[config.mk]
export PLATFORM = sky130hd
export DESIGN_NAME = img_gauss_window
export DESIGN_NICKNAME = d
export VERILOG_FILES = /design/src/rtl/img_pkg.sv /design/src/rtl/gauss_mac_ch.sv /design/src/rtl/img_gauss_window.sv
export SDC_FILE = /design/constraint.sdc
export NUM_CORES = 1
export LEC_CHECK = 0
export BUFFER_PORTS_ARGS = -buffer_cell sky130_fd_sc_hd__buf_2
export CAP_MARGIN = 10
export CORE_UTILIZATION = 30
export DETAILED_ROUTE_END_ITERATION = 10
export MAX_ROUTING_LAYER = met4
export PLACE_DENSITY = 0.51
export SYNTH_ARGS = -nofsm -noshare
export SYNTH_HDL_FRONTEND = slang
export SYNTH_HIERARCHICAL = 1
export SYNTH_SLANG_ARGS = --single-unit
[constraint.sdc]
create_clock -name clk -period 4.7 [get_ports clk]
set_input_delay 0 -clock clk [delete_from_list [all_inputs] [get_ports clk]]
set_output_delay 0 -clock clk [all_outputs]
set_load 0.005 [all_outputs]
[src/rtl/img_pkg.sv]
// rtl/img_pkg.sv - shared widths, kernel weights, FSM encoding and helpers for the 3x3 gaussian window
package img_pkg;

  localparam int PIX_W = 24;
  localparam int CH_W  = 8;
  localparam int SUM_W = 12;
  localparam int COL_W = 11;
  localparam int ROW_W = 10;

  // Kernel [1 2 1; 2 4 2; 1 2 1]
  localparam logic [2:0] K_CORNER = 3'd1;
  localparam logic [2:0] K_EDGE   = 3'd2;
  localparam logic [2:0] K_CENTER = 3'd4;

  typedef enum logic [1:0] {
    ST_IDLE  = 2'd0,
    ST_FILL  = 2'd1,
    ST_RUN   = 2'd2,
    ST_FLUSH = 2'd3
  } state_t;

  function automatic logic [SUM_W-1:0] wmul(input logic [CH_W-1:0] p, input logic [2:0] w);
    return SUM_W'(p) * SUM_W'(w);
  endfunction

  // Weights total 16, so round-half-up then divide by 16; the max is 255, never saturates
  function automatic logic [CH_W-1:0] round_sum(input logic [SUM_W-1:0] s);
    logic [SUM_W-1:0] t;
    t = s + SUM_W'(8);
    return t[SUM_W-1 -: CH_W];
  endfunction

endpackage

[src/rtl/gauss_mac_ch.sv]
// rtl/gauss_mac_ch.sv - one colour channel of the 3x3 weighted sum, registered
module gauss_mac_ch
  import img_pkg::*;
(
  input  logic             clk,
  input  logic             reset,
  input  logic [CH_W-1:0]  p00,
  input  logic [CH_W-1:0]  p01,
  input  logic [CH_W-1:0]  p02,
  input  logic [CH_W-1:0]  p10,
  input  logic [CH_W-1:0]  p11,
  input  logic [CH_W-1:0]  p12,
  input  logic [CH_W-1:0]  p20,
  input  logic [CH_W-1:0]  p21,
  input  logic [CH_W-1:0]  p22,
  output logic [SUM_W-1:0] sum
);

  logic [SUM_W-1:0] sum_c;

  // Weighted sum of the window; row 0 is the row above, column 0 the left column
  always_comb begin
    sum_c = wmul(p00, K_CORNER) + wmul(p01, K_EDGE)   + wmul(p02, K_CORNER)
          + wmul(p10, K_EDGE)   + wmul(p11, K_CENTER) + wmul(p12, K_EDGE)
          + wmul(p20, K_CORNER) + wmul(p21, K_EDGE)   + wmul(p22, K_CORNER);
  end

  // Sum register forms the second pipeline stage
  always_ff @(posedge clk) begin
    if (reset) sum <= '0;
    else       sum <= sum_c;
  end

endmodule

[src/rtl/img_gauss_window.sv]
// rtl/img_gauss_window.sv - 3x3 gaussian filter over column beats with row/frame sequencing
module img_gauss_window #(
  parameter int PIX_W = 24,
  parameter int CH_W  = 8
) (
  input  logic             clk,
  input  logic             reset,
  input  logic [10:0]      img_width,
  input  logic [9:0]       img_height,
  input  logic [PIX_W-1:0] next_img_data,
  input  logic [PIX_W-1:0] cur_img_data,
  input  logic [PIX_W-1:0] last_img_data,
  input  logic             valid_i,
  output logic [PIX_W-1:0] data_o,
  output logic             valid_o,
  output logic             frame_done_o,
  output logic             overrun_o
);
  import img_pkg::*;

  state_t                      state;
  logic [COL_W-1:0]            col_cnt;
  logic [ROW_W-1:0]            row_cnt;

  // Window columns; index 0 = row above, 1 = centre row, 2 = row below
  logic [2:0][PIX_W-1:0]       col_l;
  logic [2:0][PIX_W-1:0]       col_c;
  logic [2:0][PIX_W-1:0]       col_r;
  logic [2:0][PIX_W-1:0]       new_col;

  logic                        s1_valid;
  logic                        s1_last;
  logic                        s2_valid;
  logic                        s2_last;
  logic [2:0][SUM_W-1:0]       sum_ch;
  logic [PIX_W-1:0]            rnd_pix;

  assign new_col = {next_img_data, cur_img_data, last_img_data};

  // Row sequencer and window shift; stage 1 of the pipeline
  always_ff @(posedge clk) begin
    if (reset) begin
      state     <= ST_IDLE;
      col_cnt   <= '0;
      row_cnt   <= '0;
      col_l     <= '0;
      col_c     <= '0;
      col_r     <= '0;
      s1_valid  <= 1'b0;
      s1_last   <= 1'b0;
      overrun_o <= 1'b0;
    end else begin
      s1_valid  <= 1'b0;
      s1_last   <= 1'b0;
      overrun_o <= 1'b0;
      case (state)
        ST_IDLE: begin
          if (valid_i) begin
            // Column 0 enters with a zero column as its left neighbour
            col_l   <= '0;
            col_c   <= '0;
            col_r   <= new_col;
            col_cnt <= COL_W'(1);
            state   <= (img_width == 11'd1) ? ST_FLUSH : ST_FILL;
          end
        end
        ST_FILL: begin
          if (valid_i) begin
            col_l    <= col_c;
            col_c    <= col_r;
            col_r    <= new_col;
            s1_valid <= 1'b1;
            col_cnt  <= col_cnt + COL_W'(1);
            state    <= (img_width == 11'd2) ? ST_FLUSH : ST_RUN;
          end
        end
        ST_RUN: begin
          if (valid_i) begin
            col_l    <= col_c;
            col_c    <= col_r;
            col_r    <= new_col;
            s1_valid <= 1'b1;
            col_cnt  <= col_cnt + COL_W'(1);
            if (col_cnt == img_width - 11'd1) state <= ST_FLUSH;
          end
        end
        ST_FLUSH: begin
          // A zero column becomes the right neighbour of the last column; any beat here is dropped
          col_l     <= col_c;
          col_c     <= col_r;
          col_r     <= '0;
          s1_valid  <= 1'b1;
          s1_last   <= (row_cnt == img_height - 10'd1);
          row_cnt   <= (row_cnt == img_height - 10'd1) ? '0 : row_cnt + ROW_W'(1);
          col_cnt   <= '0;
          overrun_o <= valid_i;
          state     <= ST_IDLE;
        end
        default: state <= ST_IDLE;
      endcase
    end
  end

  for (genvar ch = 0; ch < 3; ch++) begin : g_ch
    // ch 0 = B, 1 = G, 2 = R
    gauss_mac_ch u_mac (
      .clk   (clk),
      .reset (reset),
      .p00   (col_l[0][ch*CH_W +: CH_W]),
      .p01   (col_c[0][ch*CH_W +: CH_W]),
      .p02   (col_r[0][ch*CH_W +: CH_W]),
      .p10   (col_l[1][ch*CH_W +: CH_W]),
      .p11   (col_c[1][ch*CH_W +: CH_W]),
      .p12   (col_r[1][ch*CH_W +: CH_W]),
      .p20   (col_l[2][ch*CH_W +: CH_W]),
      .p21   (col_c[2][ch*CH_W +: CH_W]),
      .p22   (col_r[2][ch*CH_W +: CH_W]),
      .sum   (sum_ch[ch])
    );
  end

  // Flags follow the sums through stage 2
  always_ff @(posedge clk) begin
    if (reset) begin
      s2_valid <= 1'b0;
      s2_last  <= 1'b0;
    end else begin
      s2_valid <= s1_valid;
      s2_last  <= s1_last;
    end
  end

  // Round and scale each channel sum back to 8 bits
  always_comb begin
    rnd_pix = '0;
    for (int ch = 0; ch < 3; ch++) rnd_pix[ch*CH_W +: CH_W] = round_sum(sum_ch[ch]);
  end

  // Output register, stage 3; data holds between pulses
  always_ff @(posedge clk) begin
    if (reset) begin
      data_o       <= '0;
      valid_o      <= 1'b0;
      frame_done_o <= 1'b0;
    end else begin
      valid_o      <= s2_valid;
      frame_done_o <= s2_valid & s2_last;
      if (s2_valid) data_o <= rnd_pix;
    end
  end

endmodule
==> results.sh <==
export IMPL_status="completed"
export IMPL_timing_worst_setup_path_type="flop to flop"
export IMPL_viasPerCell=4.50
export IMPL_maxCapViolCount=0
export IMPL_clk_latency_ps=560
export IMPL_num_rows=88
export IMPL_hold_depth=4
export IMPL_rsz0062_at_grt="no"
export IMPL_critical_path_arrival_ps=4700
export IMPL_dieArea_mm2=0.0594
export IMPL_place_hpwl_mm=29.3
export IMPL_clock_sinks=297
export IMPL_setup_viol=0
export IMPL_drc=0
export IMPL_start_util_pct=30.4
export IMPL_place_congestion=0.822
export IMPL_leakage_nw=8.56
export IMPL_overflow=0
export IMPL_slowest_delay_ps=550
export IMPL_syn_num_nets=2247
export IMPL_fmax_mhz=236
export IMPL_antenna_found_initial=3
export IMPL_die_x_um=244
export IMPL_clockBufferDepth=3
export IMPL_final_cell_mix="inv_1, dfxtp_1, nand2_1, fa_1, a21oi_1"
export IMPL_end_kind="flop"
export IMPL_maxSlewHeadroom_pct=28.3
export IMPL_vias=12900
export IMPL_critical_path_peak_fanout=4
export IMPL_core_mm2=0.0577
export IMPL_finalCritPeriodShare_pct=90.3
export IMPL_power_density_mw_per_mm2=437
export IMPL_whs_endpoint="state[1]"
export IMPL_synth_warnings=6
export IMPL_crit_required_ps=5150
export IMPL_period_needed_ps=4240
export IMPL_hold_viol_final=0
export IMPL_ant_nets=0
export IMPL_grt_max_degree=148
export IMPL_drive_gt1_share_pct=10.1
export IMPL_r2r_slack_ps=460
export IMPL_tritoncts="done"
export IMPL_min_from="img_width[10]"
export IMPL_cp_num_buf_inv=5
export IMPL_syn_cell_area_mm2=0.0175
export IMPL_slew_viol_final=0
export IMPL_utilization_pct=36.0
export IMPL_grt_pass1_wl_mm=69.9
export IMPL_cts_buffers=37
export IMPL_final_cell_count_no_fill=2870
export IMPL_final_common_cell="inv_1"
export IMPL_path_clk_slew_ps=60
export IMPL_crit_chain="inv_1 > fa_1 > inv_1 > fa_1 > fa_1 > inv_1 > fa_1 > inv_1 > ha_1 > inv_1 > fa_1 > nor2b_4 > o31a_1 > o31ai_1 > mux2_2"
export IMPL_syn_to_final_growth_pct=18.5
export IMPL_cp_slowest_cell="fa_1"
export IMPL_tns_ps=0
export IMPL_die_h_um=244
export IMPL_routed_wl_mm=42.9
export IMPL_worst_pin_slew_ps=1080
export IMPL_grt_usage_pct=15.0
export IMPL_rr_endpoint="g_ch[1].u_mac/sum[11]"
export IMPL_final_nets=2387
export IMPL_hp_class="input pin to flop"
export IMPL_portBuffers=122
export IMPL_synthCells=1933
export IMPL_routedWlPerCell_um=15.0
export IMPL_cp_top_family="adder cells"
export IMPL_skew_ps=26.5
export IMPL_drt_first_pass_iters=5
export IMPL_r2r_start="col_l[11]"
export IMPL_cts_root_buf="clkbuf_16"
export IMPL_whs_ps=82.3
export IMPL_synth_area_per_cell_um2=9.07
export IMPL_drt_iter0_drc=644
export IMPL_cp_start_kind="flop"
export IMPL_placed_cells=2725
export IMPL_ir_worst_vdd_mv=0.287
export IMPL_io_pins=123
export IMPL_reg2reg_depth=15
export IMPL_grt_pass1_vias=12900
export IMPL_cts_htree_levels=2
[worst max path at each step]
stage                          from               endpoint  cells past startpoint
after floorplan           col_l[11]  g_ch[1].u_mac/sum[11]                     15
after global placement     col_l[3]  g_ch[0].u_mac/sum[11]                     15
after detailed placement  col_c[10]  g_ch[1].u_mac/sum[11]                     15
after CTS                 col_l[11]  g_ch[1].u_mac/sum[11]                     15
after global routing      col_c[11]   g_ch[1].u_mac/sum[8]                     12
final                     col_l[11]  g_ch[1].u_mac/sum[11]                     15
[state kept, by name, indices dropped and copies added, names as in the netlist, 2 cells and up]
name	count
state	2
col_cnt	11
g_ch.u_mac/sum	27
col_c	72
row_cnt	10
data_o	24
col_r	72
col_l	72
[where the power goes]
group / switching [mW] / internal, mW
combinational: 1.90 / 1.32
clock: 1.18 / 1.68
sequential: 0.238 / 2.78
[final cells by class]
cell class                      count  area (um2)
Sequential cell                   297        5950
Clock buffer                       51        1040
Tap cell                          765         957
Multi-Input combinational cell   1218       10000
Clock inverter                     17         179
Fill cell                        5907       36900
Antenna cell                        3        7.51
Timing Repair Buffer              205        1440
Inverter                          314        1180
[worst reg2reg max path, delay by kind of cell (launching register included)]
family                   cells  cell delay [ps]
adder cells (fa/ha/maj)      6             2560
AO/OA/AOI/OAI                2              520
multiplexers                 1              360
flip-flops                   1              340
buffers and inverters        5              290
AND/OR/NAND/NOR              1               60
[layer usage]
metal	vias to the layer above	GRT usage [%]	share of wire, %
met4	0	4.54	2.1
met2	194	21.9	43
li1	6493	-	-
met5	-	-	0
met3	52	2.00	3.3
met1	6190	21.4	52
[timing repair]
item,in CTS,in global routing
gates resized for setup,0,0
endpoints found under the hold margin,80,0
hold buffers,74,0
setup buffers,0,0
[stage by stage]
stage                     setup WS (ps)  power (mW)  area (um2)
after CTS                           453        9.25       20800
after global placement              509        6.22       18800
after global routing                214        9.76       20800
final                               458        9.08       20800
after detailed placement            486        6.27       18800
after floorplan                     670        5.38       17500
(Power assumes the default switching activity.)
